File: src/rtl/spi_txn_arbiter.sv
// Arbitrates three requesters onto one SPI master: LOAD, then RUN, then DONE; RX byte captured at end of RUN.
// Latency REQ->ACK = 1+LOAD_CYCLES+XFER_CYCLES (1 on reject); REQ held until ACK. SPI_ARB_ROUND_ROBIN_EN selects round-robin, else fixed priority.
module spi_txn_arbiter #(
    parameter int LOAD_CYCLES = 2,
    parameter int XFER_CYCLES = 20
) (
    input  logic        i_clk,
    input  logic        i_rst,
    input  logic [2:0]  i_req,
    input  logic [23:0] i_req_data,
    input  logic [5:0]  i_req_slave,
    input  logic [5:0]  i_req_mode,
    output logic [2:0]  o_ack,
    output logic [7:0]  o_rx_data,
    output logic        o_err,
    output logic        o_busy,
    output logic [2:0]  o_mode,
    output logic [2:0]  o_ss_in,
    output logic [7:0]  o_data_m,
    output logic        o_read_memory_m,
    output logic        o_start,
    input  logic [7:0]  i_out_main_master
);

    typedef enum logic [1:0] {S_IDLE, S_LOAD, S_RUN, S_DONE} state_t;

    localparam logic [7:0] LOAD_RELOAD = 8'(LOAD_CYCLES - 1);
    localparam logic [7:0] XFER_RELOAD = 8'(XFER_CYCLES - 1);

    state_t      r_state, w_next;
    logic [7:0]  r_cnt;
    logic [1:0]  r_win;
    logic [7:0]  r_data;
    logic [1:0]  r_slave;
    logic [1:0]  r_mode;
    logic        r_err;
    logic [7:0]  r_rx;
    logic [2:0]  r_mask;

    logic [2:0]  w_req;
    logic        w_any;
    logic [1:0]  w_win;
    logic [7:0]  w_data;
    logic [1:0]  w_slave;
    logic [1:0]  w_mode;
    logic [2:0]  w_ack_vec;
    logic [2:0]  w_ss_lat;
    logic        w_cnt_zero;

    // The just-acknowledged requester sits out the IDLE cycle right after DONE.
    assign w_req      = i_req & ~r_mask;
    assign w_any      = |w_req;
    assign w_ack_vec  = 3'b001 << r_win;
    assign w_cnt_zero = (r_cnt == 8'd0);
    assign o_rx_data  = r_rx;

`ifdef SPI_ARB_ROUND_ROBIN_EN
    logic [1:0] r_ptr;

    always_comb begin
        w_win = 2'd0;
        case (r_ptr)
            2'd0: begin
                if (w_req[1])      w_win = 2'd1;
                else if (w_req[2]) w_win = 2'd2;
                else               w_win = 2'd0;
            end
            2'd1: begin
                if (w_req[2])      w_win = 2'd2;
                else if (w_req[0]) w_win = 2'd0;
                else               w_win = 2'd1;
            end
            default: begin
                if (w_req[0])      w_win = 2'd0;
                else if (w_req[1]) w_win = 2'd1;
                else               w_win = 2'd2;
            end
        endcase
    end

    always_ff @(posedge i_clk or posedge i_rst) begin
        if (i_rst)
            r_ptr <= 2'd2;
        else if (r_state == S_IDLE && w_any)
            r_ptr <= w_win;
    end
`else
    always_comb begin
        w_win = 2'd0;
        if (w_req[0])      w_win = 2'd0;
        else if (w_req[1]) w_win = 2'd1;
        else               w_win = 2'd2;
    end
`endif

    always_comb begin
        w_data  = i_req_data[7:0];
        w_slave = i_req_slave[1:0];
        w_mode  = i_req_mode[1:0];
        case (w_win)
            2'd1: begin
                w_data  = i_req_data[15:8];
                w_slave = i_req_slave[3:2];
                w_mode  = i_req_mode[3:2];
            end
            2'd2: begin
                w_data  = i_req_data[23:16];
                w_slave = i_req_slave[5:4];
                w_mode  = i_req_mode[5:4];
            end
            default: ;
        endcase
    end

    always_comb begin
        w_ss_lat = 3'b111;
        case (r_slave)
            2'd1:    w_ss_lat = 3'b110;
            2'd2:    w_ss_lat = 3'b101;
            2'd3:    w_ss_lat = 3'b011;
            default: w_ss_lat = 3'b111;
        endcase
    end

    always_ff @(posedge i_clk or posedge i_rst) begin
        if (i_rst)
            r_state <= S_IDLE;
        else
            r_state <= w_next;
    end

    always_comb begin
        w_next          = r_state;
        o_ack           = 3'b000;
        o_err           = 1'b0;
        o_busy          = 1'b1;
        o_mode          = 3'b000;
        o_ss_in         = 3'b111;
        o_data_m        = 8'h00;
        o_read_memory_m = 1'b0;
        o_start         = 1'b0;
        case (r_state)
            S_IDLE: begin
                o_busy = 1'b0;
                if (w_any)
                    w_next = (w_slave == 2'd0) ? S_DONE : S_LOAD;
            end
            S_LOAD: begin
                o_mode          = {1'b0, r_mode};
                o_ss_in         = w_ss_lat;
                o_data_m        = r_data;
                o_read_memory_m = 1'b1;
                if (w_cnt_zero)
                    w_next = S_RUN;
            end
            S_RUN: begin
                o_mode   = {1'b0, r_mode};
                o_ss_in  = w_ss_lat;
                o_data_m = r_data;
                o_start  = 1'b1;
                if (w_cnt_zero)
                    w_next = S_DONE;
            end
            S_DONE: begin
                o_ack  = w_ack_vec;
                o_err  = r_err;
                w_next = S_IDLE;
            end
        endcase
    end

    always_ff @(posedge i_clk or posedge i_rst) begin
        if (i_rst) begin
            r_cnt   <= 8'd0;
            r_win   <= 2'd0;
            r_data  <= 8'h00;
            r_slave <= 2'd0;
            r_mode  <= 2'd0;
            r_err   <= 1'b0;
            r_rx    <= 8'h00;
            r_mask  <= 3'b000;
        end else begin
            r_mask <= (r_state == S_DONE) ? w_ack_vec : 3'b000;
            case (r_state)
                S_IDLE: begin
                    if (w_any) begin
                        r_win   <= w_win;
                        r_data  <= w_data;
                        r_slave <= w_slave;
                        r_mode  <= w_mode;
                        r_err   <= (w_slave == 2'd0);
                        r_cnt   <= LOAD_RELOAD;
                    end
                end
                S_LOAD: begin
                    if (w_cnt_zero)
                        r_cnt <= XFER_RELOAD;
                    else
                        r_cnt <= r_cnt - 8'd1;
                end
                S_RUN: begin
                    if (w_cnt_zero)
                        r_rx <= i_out_main_master;
                    else
                        r_cnt <= r_cnt - 8'd1;
                end
                default: ;
            endcase
        end
    end

endmodule
File: config.mk
export PLATFORM = sky130hd
export DESIGN_NAME = spi_txn_arbiter
export DESIGN_NICKNAME = d
export VERILOG_FILES = /design/src/rtl/spi_txn_arbiter.sv
export SDC_FILE = /design/constraint.sdc
export NUM_CORES = 1
export LEC_CHECK = 0
export CORE_ASPECT_RATIO = 0.5
export CORE_MARGIN = 5
export CORE_UTILIZATION = 48
export CTS_CLUSTER_DIAMETER = 100
export DETAILED_ROUTE_END_ITERATION = 8
export GPL_TIMING_DRIVEN = 0
export PLACE_DENSITY = 0.94
export SYNTH_ARGS = -nofsm -noshare
export SYNTH_HDL_FRONTEND = slang
export SYNTH_SLANG_ARGS = --single-unit
File: constraint.sdc
create_clock -name i_clk -period 3.49 [get_ports i_clk]
set_clock_uncertainty 0.15 [all_clocks]
set_input_delay 0.698 -clock i_clk [delete_from_list [all_inputs] [get_ports i_clk]]
set_output_delay 0.698 -clock i_clk [all_outputs]
set_load 0.05 [all_outputs]
---- Word-level counts from Yosys, hierarchy flattened ----
Index checks and enable logic that the tools add are counted.
cells by class
  add/sub/neg operators ................... 1
  equal/unequal tests ..................... 12
  shifts and indexed selects .............. 1
  multiplexer cells ....................... 23
  bitwise gates (word level) .............. 2
  reduce and logical (&&, ||, !) cells .... 10
operators by type and width
  kind                   count
  $mux W8                4
  $pmux W8 S3            1
  $pmux W8 S2            1
  $mux W2                7
  $eq A2 B2 Y1 const B   5
  $pmux W3 S3            1
  $logic_not A8 Y1       1
  $ne A2 B2 Y1 const B   4
  $pmux W2 S2            2
  $pmux W2 S4            1
  $sub A8 B1 Y8 const B  1
  $eq A2 B1 Y1 const B   3
  $mux W3                2
  $reduce_and A3 Y1      2
  $logic_not A2 Y1       2
  $mux W1                4
  $reduce_and A2 Y1      2
  $and A3 B3 Y3          1
  $not A3 Y3             1
  $reduce_bool A3 Y1     1
  $reduce_or A3 Y1       1
  $shl A1 B2 Y3 const A  1
  $reduce_or A2 Y1       1
storage, ports and cells
  register bits after elaboration ......... 36
  input port bits ......................... 49
  output and inout port bits .............. 29
  word-level logic and storage cells ...... 58

---- Logic depth before layout (Yosys ltp) ----
  depth in word-level cells ............... 10
  mapped depth ............................ 7

---- Worst setup path after synthesis ----
Ideal clock, no wire load.
  kind .................................... reg2out
  start ................................... reg r_state[0]
  end ..................................... out o_ack[0]
  arrival time ............................ 1.692 ns
  required time ........................... 2.642 ns
  setup slack ............................. 0.950 ns
  cell stages (with the launch flop) ...... 4
  path buffers ............................ 0
  path through ............................ dfrtp_1 > ha_1 > inv_1 > nor3_1
on the way
  cells in the longest elaborated chain, start to end .. 2
ends and longest elaborated chain
  element                 line  source
  from (decl)             30    state_t r_state, w_next;
  from (signal assigned)  129   r_state <= w_next;
  $eq A2 B2 Y1            142   case (r_state)
  $mux W3                 142
  to (decl)               13    output logic [2:0] o_ack,
Every way passes these cells.

---- Worst setup path after layout ----
  start ................................... reg r_state[0]
  end ..................................... out o_ss_in[2]
on the way
  cells in the longest elaborated chain, start to end .. 3
  elaborated cells on any way between the ends .. 4
  those cells by class .................... 2 x eq/ne; 1 x mux; 1 x reduce/logical
ends and longest elaborated chain
  element                                              line  source
  $eq A2 B2 Y1 / $eq A2 B1 Y1 (equally long branches)  142
  $reduce_or A2 Y1 (no source line) *                  --
  $mux W3 *                                            142
  to (decl)                                            18    output logic [2:0] o_ss_in,
Mark *: on every way between the ends. The rest lies on a longest branch, timed or not.

==> flow_metrics.tcl <==
set metrics [dict create \
    status "completed" \
    die-area_um2 5950 \
    post-route-util 0.708 \
    path_class "reg -> out" \
    cap_violations 0 \
    finalSetupViolations 0 \
    grt_setup_unrepaired "false" \
    async_flop_share 1.00 \
    clockBufferDepth 2 \
    fmax_mhz 300 \
    clkTransAtPathRegs_ns 0.07 \
    peakVddDrop_mv 0.528 \
    dr.pass1.iters 4 \
    nets 344 \
    end_kind "output port" \
    syn_nets 261 \
    synth-adder-area-share 0.0352 \
    cts_inserted_buffers 5 \
    power.share.clock 0.102 \
    power.leakage_nw 1.47 \
    wl_um 6100 \
    whs_ns 0.294 \
    synth_area_um2 2130 \
    cp.required_ns 2.64 \
    synth-edff-count 0 \
    clock-sinks 36 \
    min_path_type "reg -> reg" \
    rows 17 \
    drc_errors 0 \
    fin_setup_tns_ns 0 \
    cts_tree "built" \
    syn_to_final_growth_pct 44.3 \
    crit_path_max_fanout 10 \
    p_seq_frac 0.233 \
    pwr_density_cell_nw_per_um2 1050 \
    wl_per_cell_um 17.6 \
    dpl_cell_area_um2 2960 \
    synth-xor-area-share 0 \
    synth_cells 206 \
    insertion_delay_ns 0.29 \
    cts_htree_levels 2 \
    grt_pass1_vias 2059 \
    synth_ff_type "dfrtp_1" \
    setup_ws_ns 0.152 \
    cts_resized 0 \
    synth_compound_area_frac 0.199 \
    grt_max_degree 37 \
    initial_utilization 0.491 \
    synthSimpleGateAreaFrac 0.181 \
    core_area_um2 4340 \
    synth_cell_types 50 \
    min_period_ns 3.34 \
    worstSetupStartpointType "register" \
    dp_slack_ns 0.395 \
    cts_root_buffer "clkbuf_8" \
    yosys_warnings 0 \
    antenna_found_initial 0 \
    syn_avg_cell_area_um2 10.3 \
    ys_ff_latch 36 \
    pwr-share-comb 0.665 \
    final_hold_viol_count 0 \
    synth_top_family_by_area "compound AO/OA/AOI/OAI gates" \
    relSlewSlack 0.437 \
    ys_seq_area_frac 0.423 \
    p_switching_mw 1.60 \
    grt_first_pass_wirelength_um 9870 \
    drt_iter0_drc 57 \
    grt-ovfl-total 0 \
    cts_setup_buffers 0 \
    gp_congestion 0.894 \
    final_antenna_net_count 0 \
    arrival_ns 2.49 \
    period_share 0.956 \
    placement.io_buffers 76 \
    synth_mux_area_frac 0.110 \
    n_antenna_cell 0 \
    die_y_um 57.1 \
    slew_viol_final 0 \
    p_sw_frac 0.497 \
    ctsHoldBuffers 0 \
    final_area_um2 3070 \
    p_int_mw 1.62 \
    viasPerCell 5.73 \
    ioPinCount 78 \
    grt_usage 0.203 \
    routed-via-count 1981 \
    die_x_um 104 \
    post-dp-hpwl_um 4450 \
    drive_above_1_share 0.121 \
    worstMarginPinSlew_ns 0.839 \
]
metal layers:
layer	GRT usage	vias to the layer above	routed length, um	part of all wire
li1	-	914	-	-
met1	0.231	990	2410	0.40
met2	0.390	65	3290	0.54
met3	0.0373	12	308	0.050
met4	0.0664	0	92	0.015
met5	0	-	0	0
worst max-delay path, cell delays in order, from the launching register on:
cell,delay (ns)
dfrtp_1,0.41
inv_1,0.08
ha_1,0.43
clkbuf_1,0.36
nand3_1,0.15
clkdlybuf4s50_1,0.76
synth_stat cells, types with 2 or more instances:
cell type  instances  area, um^2
mux2_2             8        90.1
nor2b_1            3        18.8
a2bb2oi_1          2        17.5
nor3_1             7        35.0
nand3_1            4        20.0
buf_4              2        15.0
a21boi_0           2        15.0
a32o_1             2        20.0
a21o_1            14         105
nor2_1            19        71.3
nand2b_1           2        12.5
o2bb2ai_1          2        17.5
inv_1              8        30.0
o211ai_1           5        37.5
nand3b_1           2        15.0
mux2i_1           13         130
buf_2              4        20.0
o21ai_0            3        15.0
and3_1             2        12.5
nand2_1            2        7.51
and2_1            12        75.1
a21oi_1            4        20.0
buf_6              2        22.5
a211oi_1          12        90.1
ha_1               6        75.1
dfrtp_1           36         901
nor4_1             2        12.5
clkbuf_1           4        15.0
cell usage in the layout, fill, tap and decap left out, types with 3 or more instances in the layout:
| master | netlist | routed |
|---|---|---|
| a211oi_1 | 12 | 12 |
| o211ai_1 | 5 | 5 |
| o21ai_0 | 3 | 3 |
| clkbuf_8 | 0 | 7 |
| nor3_1 | 7 | 7 |
| a21o_1 | 14 | 14 |
| dfrtp_1 | 36 | 36 |
| mux2i_1 | 13 | 13 |
| inv_1 | 8 | 7 |
| dlymetal6s2s_1 | 0 | 6 |
| nor2b_1 | 3 | 3 |
| buf_2 | 4 | 4 |
| ha_1 | 6 | 6 |
| mux2_2 | 8 | 8 |
| clkdlybuf4s50_1 | 0 | 70 |
| nor2_1 | 19 | 19 |
| a21oi_1 | 4 | 4 |
| and2_1 | 12 | 12 |
| nand3_1 | 4 | 4 |
| clkbuf_1 | 4 | 4 |
through the flow:
stage	cells	power, mW
after floorplan	206	2.24
after global placement	339	2.79
after detailed placement	339	2.87
after CTS	346	3.21
after global routing	346	3.38
final	346	3.22
final timing paths:
path,cells past startpoint,endpoint,startpoint,slack (ns)
min reg2reg,1,r_mask[0],r_win[1],0.29
min,1,r_mask[0],r_win[1],0.29
max in group asynchronous,2,r_win[1],i_rst,1.99
min in group asynchronous,2,r_mode[1],i_rst,0.72
max,5,o_ss_in[2],r_state[0],0.15
max reg2reg,7,r_cnt[1],r_state[0],1.17
cell type report:
| class | instances | area (um^2) |
|---|---|---|
| sequential | 36 | 901 |
| clock buffer | 7 | 96.3 |
| timing repair buffer | 76 | 776 |
| fill | 305 | 1260 |
| tap | 57 | 71.3 |
| buffer | 12 | 72.6 |
| multi-input combinational | 149 | 1120 |
| inverter | 9 | 33.8 |
registers in the layout, summed over array words and instances (netlist names):
signal,cells
r_cnt,8
r_state,2
r_mode,2
r_slave,2
r_err,1
r_mask,3
r_win,2
r_data,8
o_rx_data,8
power groups by stage:
| stage | combinational (mW) | clock [mW] | sequential, mW |
|---|---|---|---|
| after floorplan | 1.35 | 0 | 0.886 |
| after global placement | 2.06 | 0 | 0.736 |
| after detailed placement | 2.12 | 0 | 0.752 |
| after CTS | 2.14 | 0.326 | 0.745 |
| after global routing | 2.27 | 0.343 | 0.767 |
| final | 2.14 | 0.328 | 0.749 |
logic make-up (layout without fill, tap and decap cells):
family | after synthesis | after routing
buffers and inverters | 21 | 104
adders and majority gates | 6 | 6
AOI/OAI and AO/OA | 54 | 54
muxes | 22 | 22
and+or+nand+nor | 66 | 66
DFF | 36 | 36
other | 1 | 1
Power figures use the tool's default switching activity.
